<file path="config.mk">
export PLATFORM = sky130hd
export DESIGN_NAME = seg_scan_mux_flat
export DESIGN_NICKNAME = d
export VERILOG_FILES = /design/src/rtl/seg_scan_if.sv /design/src/rtl/seg_scan_mux.sv /design/src/flat_wrapper.sv
export SDC_FILE = /design/constraint.sdc
export NUM_CORES = 1
export LEC_CHECK = 0
export BUFFER_PORTS_ARGS = -buffer_cell sky130_fd_sc_hd__buf_2
export CORE_MARGIN = 4
export CORE_UTILIZATION = 45
export DETAILED_ROUTE_END_ITERATION = 7
export PLACE_DENSITY = 0.61
export SLEW_MARGIN = 5
export SYNTH_ARGS = -nofsm -noshare
export SYNTH_HDL_FRONTEND = slang
export SYNTH_SLANG_ARGS = --single-unit
</file>
<file path="constraint.sdc">
create_clock -name clk -period 8 [get_ports clk]
set_input_delay 0.8 -clock clk [delete_from_list [all_inputs] [get_ports clk]]
set_output_delay 0.8 -clock clk [all_outputs]
set_load 0.01 [all_outputs]
</file>
<file path="src/rtl/seg_scan_if.sv">
// seg_scan_if: bundle between the clock core and the display scanner.
//   SecLoSeg/SecHiSeg/MinLoSeg/MinHiSeg : 7-seg patterns, active-low, bit0=a..bit6=g
//   brightness : on-time in eighths of a digit slot (0=off, 7=max)
//   seg_out    : shared segment bus, active-low
//   dig_en     : digit enables, active-low
//   colon      : colon LED, active-high
// master = pattern source / pin consumer, slave = scanner.
interface seg_scan_if;
  logic [6:0] SecLoSeg;
  logic [6:0] SecHiSeg;
  logic [6:0] MinLoSeg;
  logic [6:0] MinHiSeg;
  logic [2:0] brightness;
  logic [6:0] seg_out;
  logic [3:0] dig_en;
  logic       colon;

  modport master (
    output SecLoSeg, SecHiSeg, MinLoSeg, MinHiSeg, brightness,
    input  seg_out, dig_en, colon
  );

  modport slave (
    input  SecLoSeg, SecHiSeg, MinLoSeg, MinHiSeg, brightness,
    output seg_out, dig_en, colon
  );
endinterface

</file>
<file path="src/rtl/seg_scan_mux.sv">
// seg_scan_mux: time-multiplexes four 7-seg patterns onto a common-anode
// 4-digit display. Frame-start snapshot of all digits (no tearing), a dark
// first eighth of every slot (anti-ghosting), 8-level PWM brightness and a
// free-running blinking colon.
// Ports:
//   clk   : system clock, rising edge
//   rst_n : synchronous active-low reset
//   bus   : seg_scan_if.slave (patterns + brightness in, seg_out/dig_en/colon out)
module seg_scan_mux #(
  parameter int CLK_HZ     = 50000000,
  parameter int FRAME_HZ   = 1000,
  parameter int COLON_HALF = CLK_HZ / 2
) (
  input  logic        clk,
  input  logic        rst_n,
  seg_scan_if.slave   bus
);
  localparam int SLOT   = CLK_HZ / (4 * FRAME_HZ);
  localparam int PH_LEN = SLOT / 8;
  localparam int SW     = $clog2(SLOT);
  localparam int CW     = $clog2(COLON_HALF + 1);
  localparam logic [SW-1:0] SLOT_LAST  = SW'(SLOT - 1);
  localparam logic [CW-1:0] COLON_LAST = CW'(COLON_HALF - 1);

  logic [SW-1:0]     slot_cnt_q, slot_cnt_d;
  logic [1:0]        dig_idx_q, dig_idx_d;
  logic [CW-1:0]     colon_cnt_q, colon_cnt_d;
  logic [3:0][6:0]   shadow_q, shadow_d;
  logic [2:0]        bri_q, bri_d;
  logic [6:0]        seg_out_q, seg_out_d;
  logic [3:0]        dig_en_q, dig_en_d;
  logic              colon_q, colon_d;
  logic [SW-1:0]     phase;
  logic              lit;

  // Phase 0 is always dark; phases 1..bri_q are lit.
  assign phase = slot_cnt_q / SW'(PH_LEN);
  assign lit   = (phase != '0) && (phase <= SW'(bri_q));

  always_comb begin
    slot_cnt_d  = slot_cnt_q + 1'b1;
    dig_idx_d   = dig_idx_q;
    colon_cnt_d = colon_cnt_q + 1'b1;
    colon_d     = colon_q;
    shadow_d    = shadow_q;
    bri_d       = bri_q;
    seg_out_d   = 7'h7F;
    dig_en_d    = 4'hF;

    if (slot_cnt_q == SLOT_LAST) begin
      slot_cnt_d = '0;
      dig_idx_d  = dig_idx_q + 1'b1;
    end

    if (colon_cnt_q == COLON_LAST) begin
      colon_cnt_d = '0;
      colon_d     = ~colon_q;
    end

    if (slot_cnt_q == '0) begin
      bri_d = bus.brightness;
      if (dig_idx_q == 2'd0) begin
        shadow_d[0] = bus.SecLoSeg;
        shadow_d[1] = bus.SecHiSeg;
        shadow_d[2] = bus.MinLoSeg;
        shadow_d[3] = bus.MinHiSeg;
      end
    end

    // Capture edge coincides with phase 0, so the current shadow is safe here.
    if (lit) begin
      seg_out_d = shadow_q[dig_idx_q];
      dig_en_d  = ~(4'b0001 << dig_idx_q);
    end
  end

  always_ff @(posedge clk) begin
    if (!rst_n) begin
      slot_cnt_q  <= '0;
      dig_idx_q   <= '0;
      colon_cnt_q <= '0;
      colon_q     <= 1'b0;
      shadow_q    <= {4{7'h7F}};
      bri_q       <= '0;
      seg_out_q   <= 7'h7F;
      dig_en_q    <= 4'hF;
    end else begin
      slot_cnt_q  <= slot_cnt_d;
      dig_idx_q   <= dig_idx_d;
      colon_cnt_q <= colon_cnt_d;
      colon_q     <= colon_d;
      shadow_q    <= shadow_d;
      bri_q       <= bri_d;
      seg_out_q   <= seg_out_d;
      dig_en_q    <= dig_en_d;
    end
  end

  assign bus.seg_out = seg_out_q;
  assign bus.dig_en  = dig_en_q;
  assign bus.colon   = colon_q;
endmodule

</file>
<file path="src/flat_wrapper.sv">
// flat-port wrapper written by rule: the top's interface ports become plain ports
module seg_scan_mux_flat 
#(
  parameter int CLK_HZ     = 50000000,
  parameter int FRAME_HZ   = 1000,
  parameter int COLON_HALF = CLK_HZ / 2
)
  (clk, rst_n, bus_SecLoSeg, bus_SecHiSeg, bus_MinLoSeg, bus_MinHiSeg, bus_brightness, bus_seg_out, bus_dig_en, bus_colon);
  seg_scan_if bus_i ();
  input  logic clk;
  input  logic rst_n;
  input wire logic [$bits(bus_i.SecLoSeg)-1:0] bus_SecLoSeg;
  input wire logic [$bits(bus_i.SecHiSeg)-1:0] bus_SecHiSeg;
  input wire logic [$bits(bus_i.MinLoSeg)-1:0] bus_MinLoSeg;
  input wire logic [$bits(bus_i.MinHiSeg)-1:0] bus_MinHiSeg;
  input wire logic [$bits(bus_i.brightness)-1:0] bus_brightness;
  output wire logic [$bits(bus_i.seg_out)-1:0] bus_seg_out;
  output wire logic [$bits(bus_i.dig_en)-1:0] bus_dig_en;
  output wire logic [$bits(bus_i.colon)-1:0] bus_colon;
  assign bus_i.SecLoSeg = bus_SecLoSeg;
  assign bus_i.SecHiSeg = bus_SecHiSeg;
  assign bus_i.MinLoSeg = bus_MinLoSeg;
  assign bus_i.MinHiSeg = bus_MinHiSeg;
  assign bus_i.brightness = bus_brightness;
  assign bus_seg_out = bus_i.seg_out;
  assign bus_dig_en = bus_i.dig_en;
  assign bus_colon = bus_i.colon;
  seg_scan_mux #(.CLK_HZ(CLK_HZ), .FRAME_HZ(FRAME_HZ), .COLON_HALF(COLON_HALF)) u_core (.clk(clk), .rst_n(rst_n), .bus(bus_i));
endmodule
</file>
==> results of run 1 <==
## layout make-up
cell class | count | area [sq um]
Timing Repair Buffer | 47 | 243
Sequential cell | 84 | 1680
Inverter | 13 | 48.8
Fill cell | 1005 | 4840
Multi-Input combinational cell | 423 | 2660
Clock buffer | 10 | 138
Clock inverter | 6 | 40.0
Tap cell | 133 | 166
## cell usage in the layout, fill, tap and decap left out, types with 6 or more instances in the layout
cell type | Yosys | final
nand2_1 | 96 | 96
dfxtp_1 | 84 | 84
nor2_1 | 54 | 54
nand3_1 | 50 | 50
buf_2 | 9 | 44
xor2_1 | 24 | 24
xnor2_1 | 17 | 17
a21oi_1 | 16 | 16
inv_1 | 13 | 13
o21ai_0 | 12 | 12
nor3_1 | 11 | 11
ha_1 | 11 | 11
clkbuf_8 | 0 | 10
nand2b_1 | 9 | 9
nand4_1 | 9 | 9
and3_1 | 8 | 8
or3_1 | 8 | 8
mux2i_1 | 8 | 8
and2_1 | 7 | 7
mux4_2 | 7 | 7
o21a_1 | 6 | 6
## routing by layer
metal  wire length, um  vias up  global-route usage
li1                  -     1986                   -
met1              4850     1850               0.259
met2              5210       73               0.312
met3               403       18              0.0409
met4               229        0              0.0803
met5                 0        -                   0
## through the flow
step	cells	worst slack [ns]	area (sq um)
2_1_floorplan	555	3.87	4560
3_3_place_gp	700	2.83	4800
3_5_place_dp	700	2.75	4800
4_1_cts	716	2.71	4980
5_1_grt	716	2.19	4980
6_report	716	2.72	4980
## synth_stat cells, types with 5 or more instances
library cell | count | area [sq um]
o21a_1 | 6 | 45.0
inv_1 | 13 | 48.8
ha_1 | 11 | 138
nand4_1 | 9 | 56.3
nand2b_1 | 9 | 56.3
nor2b_1 | 5 | 31.3
nor4_1 | 5 | 31.3
mux4_2 | 7 | 158
buf_2 | 9 | 45.0
nor3_1 | 11 | 55.1
xnor2_1 | 17 | 149
or3_1 | 8 | 50.1
mux2i_1 | 8 | 80.1
nand2_1 | 96 | 360
and2_1 | 7 | 43.8
nor2_1 | 54 | 203
dfxtp_1 | 84 | 1680
nand3_1 | 50 | 250
o21ai_0 | 12 | 60.1
a211oi_1 | 5 | 37.5
and3_1 | 8 | 50.1
xor2_1 | 24 | 210
a21oi_1 | 16 | 80.1
clkbuf_1 | 20 | 75.1
## final timing paths
kind,depth (start not counted),startpoint,slack (ns),endpoint
hold / removal,1,u_core.colon_cnt_q[0],0.46,u_core.colon_cnt_q[0]
setup / recovery,16,u_core.slot_cnt_q[5],2.72,u_core.bus.dig_en[1]
setup reg to reg,16,u_core.slot_cnt_q[5],2.72,u_core.bus.dig_en[1]
hold reg to reg,1,u_core.colon_cnt_q[0],0.46,u_core.colon_cnt_q[0]
## power groups by stage
stage                     registers, mW  clock network [mW]  logic, mW
after floorplan                   0.458                   0     0.0638
after global placement            0.462                   0     0.0822
after detailed placement          0.463                   0     0.0842
after CTS                         0.453               0.284     0.0845
after global routing              0.456               0.303     0.0979
final                             0.453               0.276     0.0829
## worst max-delay path, cell delays in order (launching register included)
cell,delay [ns]
dfxtp_1,0.53
or4_4,0.61
o221a_2,0.28
a2111oi_0,0.66
a2111oi_0,0.23
a2111o_1,0.45
xnor2_1,0.13
a2111oi_1,0.40
o31ai_1,0.15
a31oi_1,0.19
ha_1,0.18
nor2b_1,0.05
o21a_1,0.15
o21ai_0,0.15
nand3_1,0.09
a21oi_1,0.75
nand2_1,0.13
## sequential cells by signal, indices dropped and copies added, names as in the netlist
name                count
u_core.slot_cnt_q      14
u_core.shadow_q        28
u_core.bus.seg_out      7
u_core.colon_cnt_q     25
u_core.bus.dig_en       4
u_core.dig_idx_q        2
u_core.bri_q            3
u_core.bus.colon        1
## logic make-up after synthesis
kind of cell / count (synthesis) / synth area share
AOI/OAI and AO/OA: 80 / 0.133
xor gates and xnor gates: 41 / 0.0788
adders and majority gates: 11 / 0.0302
buffers and inverters: 48 / 0.0470
DFF: 84 / 0.369
muxes: 16 / 0.0547
and+or+nand+nor: 275 / 0.288
==> results by group, run 1 <==
Outcome
  • Status: complete, no violations

Timing
  • RSZ-0062 raised after global routing: no
  • Clk_skew: 0.0112 ns
  • Hold WS: 0.455 ns
  • Fin crit share: 0.660
  • Period minus WS final: 5.28 ns
  • Setup TNS: 0 ns
  • Fmax: 0.189 GHz
  • Slew @ Worst Pin: 0.979 ns
  • Endpoints failing setup: 0
  • Final hold vios: 0
  • Max-slew violation count: 0
  • Max_slew headroom: 0.347

CTS
  • Post-CTS sizing: 0
  • CTS tree: built
  • Clock Sinks: 84
  • Num CTS Buffers: 9
  • Root Buffer: clkbuf_8
  • Clock Tree Buf Depth: 2
  • Hold_buf cts: 0
  • Clock H-tree levels: 3
  • Clock latency on the worst-skew pair: 0.37 ns
  • Reg clk slew, reported paths: 0.08 ns
  • Post-CTS Setup Bufs: 0

Power and ir drop
  • Reg power frac: 0.558
  • Pwr dens: 163 nW/um^2
  • Combinational Power Share: 0.102
  • Sw Share: 0.264
  • Clock power frac: 0.340
  • Total power: 0.811 mW
  • P_leak: 1.98 nW
  • Sw Pwr: 0.214 mW
  • Internal Power: 0.598 mW
  • Max IR drop VDD: 0.113 mV

Layout
  • # diodes: 0
  • Layout net count: 622
  • Layout Utilization: 0.507
  • Layout cells sized above 1: 0.142
  • P&R area growth vs syn: 9.26%

Routing
  • Drt total wl: 10,700 um
  • DRC viols: 0
  • Vias/cell: 5.48
  • 1st-pass router iterations: 4
  • Post-DRT Antenna Nets: 0
  • Vias: 3,927
  • WL/cell: 14.9 um
  • DRT iter0 DRCs: 203

Floorplanning
  • IO Pins: 45
  • Die H: 109 um
  • Die footprint: 11,800 sq um
  • Starting Density: 0.464
  • Core Region: 9820 sq um
  • Die width: 109 um
  • Row Count: 36

Yosys
  • Post-synth cell types: 61
  • Ys async rst share: 0
  • Dominant synthesized flop cell: dfxtp_1
  • Synthesized instance count: 555
  • Yosys warns: 0
  • Post-synthesis sequential area ratio: 0.369
  • Post-synth EDFFs: 0
  • Yosys reg bits: 84
  • Syn nets: 599
  • Syn avg cell area: 8.21 sq um
  • Post-synthesis cell area: 4560 sq um

Setup path
  • Critical path type: reg2reg
  • CP Capture Type: register
  • Type of origin of the critical path: register
  • CP arrival: 5.49 ns
  • Crit-path max FO: 19
  • Req. time, crit path: 8.21 ns

Global route
  • Grt total ovfl: 0
  • Vias in the first global route: 3,771
  • Initial antenna violation count: 0
  • First-pass GRT wire length: 18,200 um
  • Largest net degree at the start of global routing: 40
  • All-Layer GR Usage: 0.196

Worst hold path
  • Hold crit path type: reg2reg

Job
  • Max_cap viols: 0

Place
  • # port buffers: 44
  • DP HPWL: 7750 um
  • Placer congestion estimate: 0.878
(Power assumes the default switching activity.)
==> run 2: changes to the inputs <==
clock period = 5.5 ns   (was 8 ns; I/O delays follow)
==> run 2 against run 1 <==
Flip-flop and latch count did not move. Sequential share of layout area down 0.46 points. First-iteration DRC count increased by 2.0%. Register-to-register slack worse by 1.9 ns. Clock skew fell by 0.0020 ns. Critical endpoint is now u_core.bus.seg_out[3]. Worst hold slack worse by 0.050 ns.
==> results by group, run 2 (synthesis gave the netlist of run 1 again) <==
Outcome
  • Status: complete, no violations (unchanged)

Setup path
  • CP arrival: 4.87 ns (was 5.49 ns)
  • Type of origin of the critical path: register (unchanged)
  • CP max-delay cell: a2111oi_0 (was a21oi_1)
  • Req. time, crit path: 5.74 ns (was 8.21 ns)
  • Critical path type: reg2reg (unchanged)
  • Most used cell along the critical path: a2111oi_0 (unchanged)
  • Critical path, cell by cell: or4_4 > o221a_2 > a2111oi_0 > a2111oi_0 > a2111o_1 > xnor2_1 > a2111oi_1 > o31ai_1 > a31oi_1 > ha_1 > nor2b_1 > o21a_1 > o21ai_0 > nand3_1 > a21oi_1 > buf_4 > nand2b_1 (was or4_4 > o221a_2 > a2111oi_0 > a2111oi_0 > a2111o_1 > xnor2_1 > a2111oi_1 > o31ai_1 > a31oi_1 > ha_1 > nor2b_1 > o21a_1 > o21ai_0 > nand3_1 > a21oi_1 > nand2_1)
  • Crit-path max FO: 13 (was 19)
  • CP Capture Type: register (unchanged)
  • CP max stage delay: 0.64 ns (was 0.75 ns)

Routing
  • Vias/cell: 5.51 (was 5.48)
  • 1st-pass router iterations: 6 (was 4)
  • DRC viols: 0 (unchanged)
  • WL/cell: 14.6 um (was 14.9 um)
  • Drt total wl: 10,500 um (was 10,700 um)
  • Vias: 3,957 (was 3,927)
  • DRT iter0 DRCs: 207 (was 203)
  • Post-DRT Antenna Nets: 0 (unchanged)

Layout
  • FILL cells: 994 (was 1,005)
  • # diodes: 0 (unchanged)
  • Layout cells sized above 1: 0.145 (was 0.142)
  • Layout net count: 625 (was 622)
  • Largest Register: u_core.shadow_q (unchanged)
  • Commonest non-fill, non-tap cell in the layout: nand2_1 (unchanged)
  • Flip-flop count of the largest register after layout: 28 (unchanged)
  • Top Registers: u_core.shadow_q: 28 flops, u_core.colon_cnt_q: 25 flops, u_core.slot_cnt_q: 14 flops (unchanged)
  • P&R area growth vs syn: 10.8% (was 9.26%)
  • Most frequent cells in the layout: nand2_1 (96), dfxtp_1 (84), nor2_1 (54) (unchanged)

CTS
  • Reg clk slew, reported paths: 0.08 ns (about the same)
  • Post-CTS Setup Bufs: 0 (unchanged)
  • CTS tree: built (unchanged)
  • Root Buffer: clkbuf_8 (unchanged)
  • Clock H-tree levels: 3 (unchanged)
  • Post-CTS sizing: 0 (unchanged)
  • Clock Sinks: 84 (unchanged)
  • Hold_buf cts: 0 (unchanged)
  • Clock Tree Buf Depth: 2 (unchanged)
  • Num CTS Buffers: 9 (unchanged)
  • Clock latency on the worst-skew pair: 0.35 ns (was 0.37 ns)

Timing
  • RSZ-0062 raised after global routing: no (unchanged)
  • Max_slew headroom: 0.341 (was 0.347)
  • Final setup margin: 0.864 ns (was 2.72 ns)
  • Final hold vios: 0 (unchanged)
  • Max-slew violation count: 0 (unchanged)
  • Clk_skew: 0.00924 ns (was 0.0112 ns)
  • Setup TNS: 0 ns (unchanged)
  • Slew @ Worst Pin: 0.988 ns (was 0.979 ns)
  • Endpoints failing setup: 0 (unchanged)
  • Period minus WS final: 4.64 ns (was 5.28 ns)
  • Fin crit share: 0.843 (was 0.660)
  • Fmax: 0.216 GHz (was 0.189 GHz)

Floorplanning
  • Die width: 109 um (unchanged)
  • Starting Density: 0.464 (unchanged)
  • Row Count: 36 (unchanged)
  • IO Pins: 45 (unchanged)
  • Core Region: 9820 sq um (unchanged)
  • Die H: 109 um (unchanged)
  • Die footprint: 11,800 sq um (unchanged)

Global route
  • Initial antenna violation count: 0 (unchanged)
  • Vias in the first global route: 3,744 (was 3,771)
  • Largest net degree at the start of global routing: 40 (unchanged)
  • First-pass GRT wire length: 17,800 um (was 18,200 um)
  • All-Layer GR Usage: 0.188 (was 0.196)
  • Grt total ovfl: 0 (unchanged)

Power and ir drop
  • Total power: 1.26 mW (was 0.811 mW)
  • Max IR drop VDD: 0.186 mV (was 0.113 mV)
  • P_leak: 2.02 nW (was 1.98 nW)
  • Pwr dens: 250 nW/um^2 (was 163 nW/um^2)

Job
  • Max_cap viols: 0 (unchanged)

Place
  • Place WS: 0.831 ns (was 2.75 ns)
  • # port buffers: 44 (unchanged)
  • Placer congestion estimate: 0.923 (was 0.878)
  • DP HPWL: 7710 um (was 7750 um)

Worst hold path
  • Hold crit path type: in2reg (was reg2reg)
==> run 2: cell types whose count changed in the layout (fill, tap and decap cells not counted), sizes merged <==
cell / delta
clkinv: -4
buf: +3
bufinv: +2
clkbuf: +1
==> run 2: path summary, 6_finish.rpt <==
check	startpoint	endpoint	slack, ns	depth (start not counted)
worst max-delay path	u_core.slot_cnt_q[8]	u_core.bus.seg_out[3]	0.86	17
worst min-delay path	bus_SecLoSeg[1]	u_core.shadow_q[1]	0.41	3
worst max register to register	u_core.slot_cnt_q[8]	u_core.bus.seg_out[3]	0.86	17
worst min register to register	u_core.colon_cnt_q[0]	u_core.colon_cnt_q[0]	0.46	1
==> run 2: critical path, delay by kind of cell (launching register included) <==
kind | cells | cell delay [ns]
compound gates | 10 | 2.77
simple gates | 4 | 0.81
flops | 1 | 0.45
buf+inv | 1 | 0.20
fa+ha+maj | 1 | 0.18
xor+xnor | 1 | 0.13
==> run 2: cell type report <==
class | count | area (sq um) | share of cell area
multi-input combinational | 423 | 2660 | 0.527
inverter | 13 | 48.8 | 0.00967
sequential | 84 | 1680 | 0.333
tap | 133 | 166 | 0.0330
clock inverter | 4 | 72.6 | 0.0144
clock buffer | 11 | 151 | 0.0300
timing repair buffer | 50 | 265 | 0.0526
==> run 2: power breakdown <==
group | internal [mW] | switching (mW)
logic | 0.0546 | 0.0660
registers | 0.639 | 0.0188
clock network | 0.277 | 0.205
==> run 2: stage by stage <==
stage                util  instances  hold WS [ns]  area, sq um
floorplan               -        555         0.418         4560
finish              0.514        718         0.405         5050
global route        0.514        718         0.391         5050
global placement    0.491        703         0.433         4820
detailed placement  0.491        703         0.447         4820
CTS                 0.514        718         0.391         5050
==> run 2: layer usage <==
layer	part of all wire	global-route usage	up-vias	routed length (um)
li1	-	-	1990	-
met1	0.46	0.252	1863	4850
met4	0.025	0.0812	0	260
met2	0.47	0.298	81	4960
met3	0.037	0.0349	23	390
met5	0	0	-	0
==> run 3: changes to the inputs <==
clock period = 4.65 ns   (was 5.5 ns; I/O delays follow)
==> run 3 against run 2 <==
Routed wire length increased by 2.3%. Non-clock buffer count grew 17. Sequential share of layout area fell by 0.52 points. Die area is the same.
==> results by group, run 3 (synthesis gave the netlist of run 1 again) <==
Outcome
  • Status: complete, no violations (unchanged)

Global route
  • First-pass GRT wire length: 18,100 um (was 17,800 um)
  • Largest net degree at the start of global routing: 40 (unchanged)
  • All-Layer GR Usage: 0.191 (was 0.188)
  • Grt total ovfl: 0 (unchanged)
  • Vias in the first global route: 3,830 (was 3,744)
  • Initial antenna violation count: 0 (unchanged)

Floorplanning
  • IO Pins: 45 (unchanged)
  • Die footprint: 11,800 sq um (unchanged)
  • Die H: 109 um (unchanged)
  • Core Region: 9820 sq um (unchanged)
  • Row Count: 36 (unchanged)
  • Starting Density: 0.464 (unchanged)
  • Die width: 109 um (unchanged)

Layout
  • Most frequent cells in the layout: nand2_1 (96), dfxtp_1 (83), nor2_1 (54) (was nand2_1 (96), dfxtp_1 (84), nor2_1 (54))
  • # diodes: 0 (unchanged)
  • Largest Register: u_core.shadow_q (unchanged)
  • P&R area growth vs syn: 12.6% (was 10.8%)
  • Layout cells sized above 1: 0.174 (was 0.145)
  • Commonest non-fill, non-tap cell in the layout: nand2_1 (unchanged)
  • Top Registers: u_core.shadow_q: 28 flops, u_core.colon_cnt_q: 25 flops, u_core.slot_cnt_q: 14 flops (unchanged)
  • Flip-flop count of the largest register after layout: 28 (unchanged)
  • Layout net count: 642 (was 625)
  • Design Area, Final: 5130 sq um (was 5050 sq um)

Worst hold path
  • Min-delay src: bus_SecLoSeg[1] (unchanged)
  • Hold crit path type: in2reg (unchanged)
  • Hold EP: u_core.shadow_q[1] (unchanged)
  • Hold Path Depth: 3 (unchanged)

Timing
  • Period minus WS final: 4.31 ns (was 4.64 ns)
  • Max_slew headroom: 0.363 (was 0.341)
  • RSZ-0062 raised after global routing: no (unchanged)
  • Endpoints failing setup: 0 (unchanged)
  • Final setup margin: 0.344 ns (was 0.864 ns)
  • Setup TNS: 0 ns (unchanged)
  • Max-slew violation count: 0 (unchanged)
  • Fin crit share: 0.926 (was 0.843)
  • Final hold vios: 0 (unchanged)
  • Slew @ Worst Pin: 0.955 ns (was 0.988 ns)
  • Clk_skew: 0.0116 ns (was 0.00924 ns)
  • Fmax: 0.232 GHz (was 0.216 GHz)

Setup path
  • Reg2Reg Capture Point: u_core.bus.seg_out[3] (unchanged)
  • Worst path top cell family by delay: compound AO/OA/AOI/OAI gates (unchanged)
  • Critical path, cell by cell: or3_1 > a31oi_4 > nor3_1 > or4_4 > and2_1 > a2111o_1 > xnor2_1 > a2111oi_2 > o31ai_1 > a31oi_1 > ha_1 > nor2b_1 > o21a_1 > o21ai_0 > nand3_1 > a21oi_1 > buf_4 > nand2b_1 (was or4_4 > o221a_2 > a2111oi_0 > a2111oi_0 > a2111o_1 > xnor2_1 > a2111oi_1 > o31ai_1 > a31oi_1 > ha_1 > nor2b_1 > o21a_1 > o21ai_0 > nand3_1 > a21oi_1 > buf_4 > nand2b_1)
  • Critical path type: reg2reg (unchanged)
  • Type of origin of the critical path: register (unchanged)
  • CP Capture Type: register (unchanged)
  • Crit path buffers/inverters: 1 (unchanged)
  • Crit-path max FO: 11 (was 13)
  • R2R Path Start: u_core.slot_cnt_q[9] (was u_core.slot_cnt_q[8])
  • CP arrival: 4.56 ns (was 4.87 ns)
  • Req. time, crit path: 4.90 ns (was 5.74 ns)
  • CP max stage delay: 0.61 ns (was 0.64 ns)
  • R2R cell count: 18 (was 17)
  • CP max-delay cell: or4_4 (was a2111oi_0)
  • FF-to-FF setup slack: 0.34 ns (was 0.86 ns)

Place
  • Placer congestion estimate: 0.885 (was 0.923)
  • Post-DP Area: 4930 sq um (was 4820 sq um)
  • # port buffers: 44 (unchanged)
  • Place WS: 0.240 ns (was 0.831 ns)
  • DP HPWL: 8010 um (was 7710 um)

Routing
  • WL/cell: 14.6 um (about the same)
  • DRT iter0 DRCs: 222 (was 207)
  • Vias/cell: 5.41 (was 5.51)
  • DRC viols: 0 (unchanged)
  • Vias: 3,973 (was 3,957)
  • 1st-pass router iterations: 4 (was 6)
  • Drt total wl: 10,700 um (was 10,500 um)
  • Post-DRT Antenna Nets: 0 (unchanged)

CTS
  • Clock H-tree levels: 3 (unchanged)
  • CTS tree: built (unchanged)
  • Clock Sinks: 84 (unchanged)
  • Num CTS Buffers: 9 (unchanged)
  • Root Buffer: clkbuf_8 (unchanged)
  • Hold_buf cts: 0 (unchanged)
  • Clock latency on the worst-skew pair: 0.35 ns (about the same)
  • Reg clk slew, reported paths: 0.08 ns (about the same)
  • Clock Tree Buf Depth: 2 (unchanged)

Power and ir drop
  • P_leak: 2.09 nW (was 2.02 nW)
  • Max IR drop VDD: 0.192 mV (was 0.186 mV)
  • Total power: 1.38 mW (was 1.26 mW)
  • Pwr dens: 268 nW/um^2 (was 250 nW/um^2)

Job
  • Max_cap viols: 0 (unchanged)
## run 3: cell type report
cell class	count	area, sq um
clock buffers	10	138
clock inverters	5	28.8
fillers	981	4690
inverters	13	48.8
multi-input cells	423	2670
flip-flops and latches	84	1680
well taps	133	166
repair buffers	67	393
## run 3: how the worst max path moves through the flow
stage	startpoint	slack, ns	end	depth (start not counted)
floorplan	u_core.slot_cnt_q[1]	0.52	u_core.bus.seg_out[0]	18
global placement	u_core.slot_cnt_q[9]	0.17	u_core.bus.seg_out[3]	18
detailed placement	u_core.slot_cnt_q[9]	0.24	u_core.bus.dig_en[2]	18
CTS	u_core.slot_cnt_q[9]	0.21	u_core.bus.seg_out[3]	18
global route	u_core.slot_cnt_q[0]	0.01	u_core.bus.dig_en[3]	20
finish	u_core.slot_cnt_q[9]	0.34	u_core.bus.seg_out[3]	18
## run 3: routing by layer
layer / global-route usage / routed length, um / part of all wire
met1: 0.257 / 5020 / 0.47
met2: 0.305 / 5020 / 0.47
met3: 0.0349 / 369 / 0.034
met4: 0.0739 / 291 / 0.027
met5: 0 / 0 / 0
## run 3: what timing repair did
| item | 4_1_cts | 5_1_grt |
|---|---|---|
| resized for setup | 0 | 5 |
| buffers inserted | 0 | 2 |
| setup endpoints to repair | 0 | 11 |
| hold endpoints to repair | 0 | 0 |
## run 3: tightest hold or removal path, delay by kind of cell
family	cells	cell delay (ns)
and+or+nand+nor	2	0.10
buffers and inverters	1	0.07
## run 3: where the power goes
part | internal (mW) | total, mW | switching [mW]
clock | 0.203 | 0.448 | 0.246
combinational | 0.0683 | 0.151 | 0.0829
sequential | 0.756 | 0.776 | 0.0195
## run 3: metrics by stage
stage,cells,hold WS [ns],utilization
2_1_floorplan,555,0.418,-
3_3_place_gp,718,0.440,0.503
3_5_place_dp,718,0.452,0.503
4_1_cts,733,0.297,0.519
5_1_grt,735,0.297,0.522
6_report,735,0.312,0.522
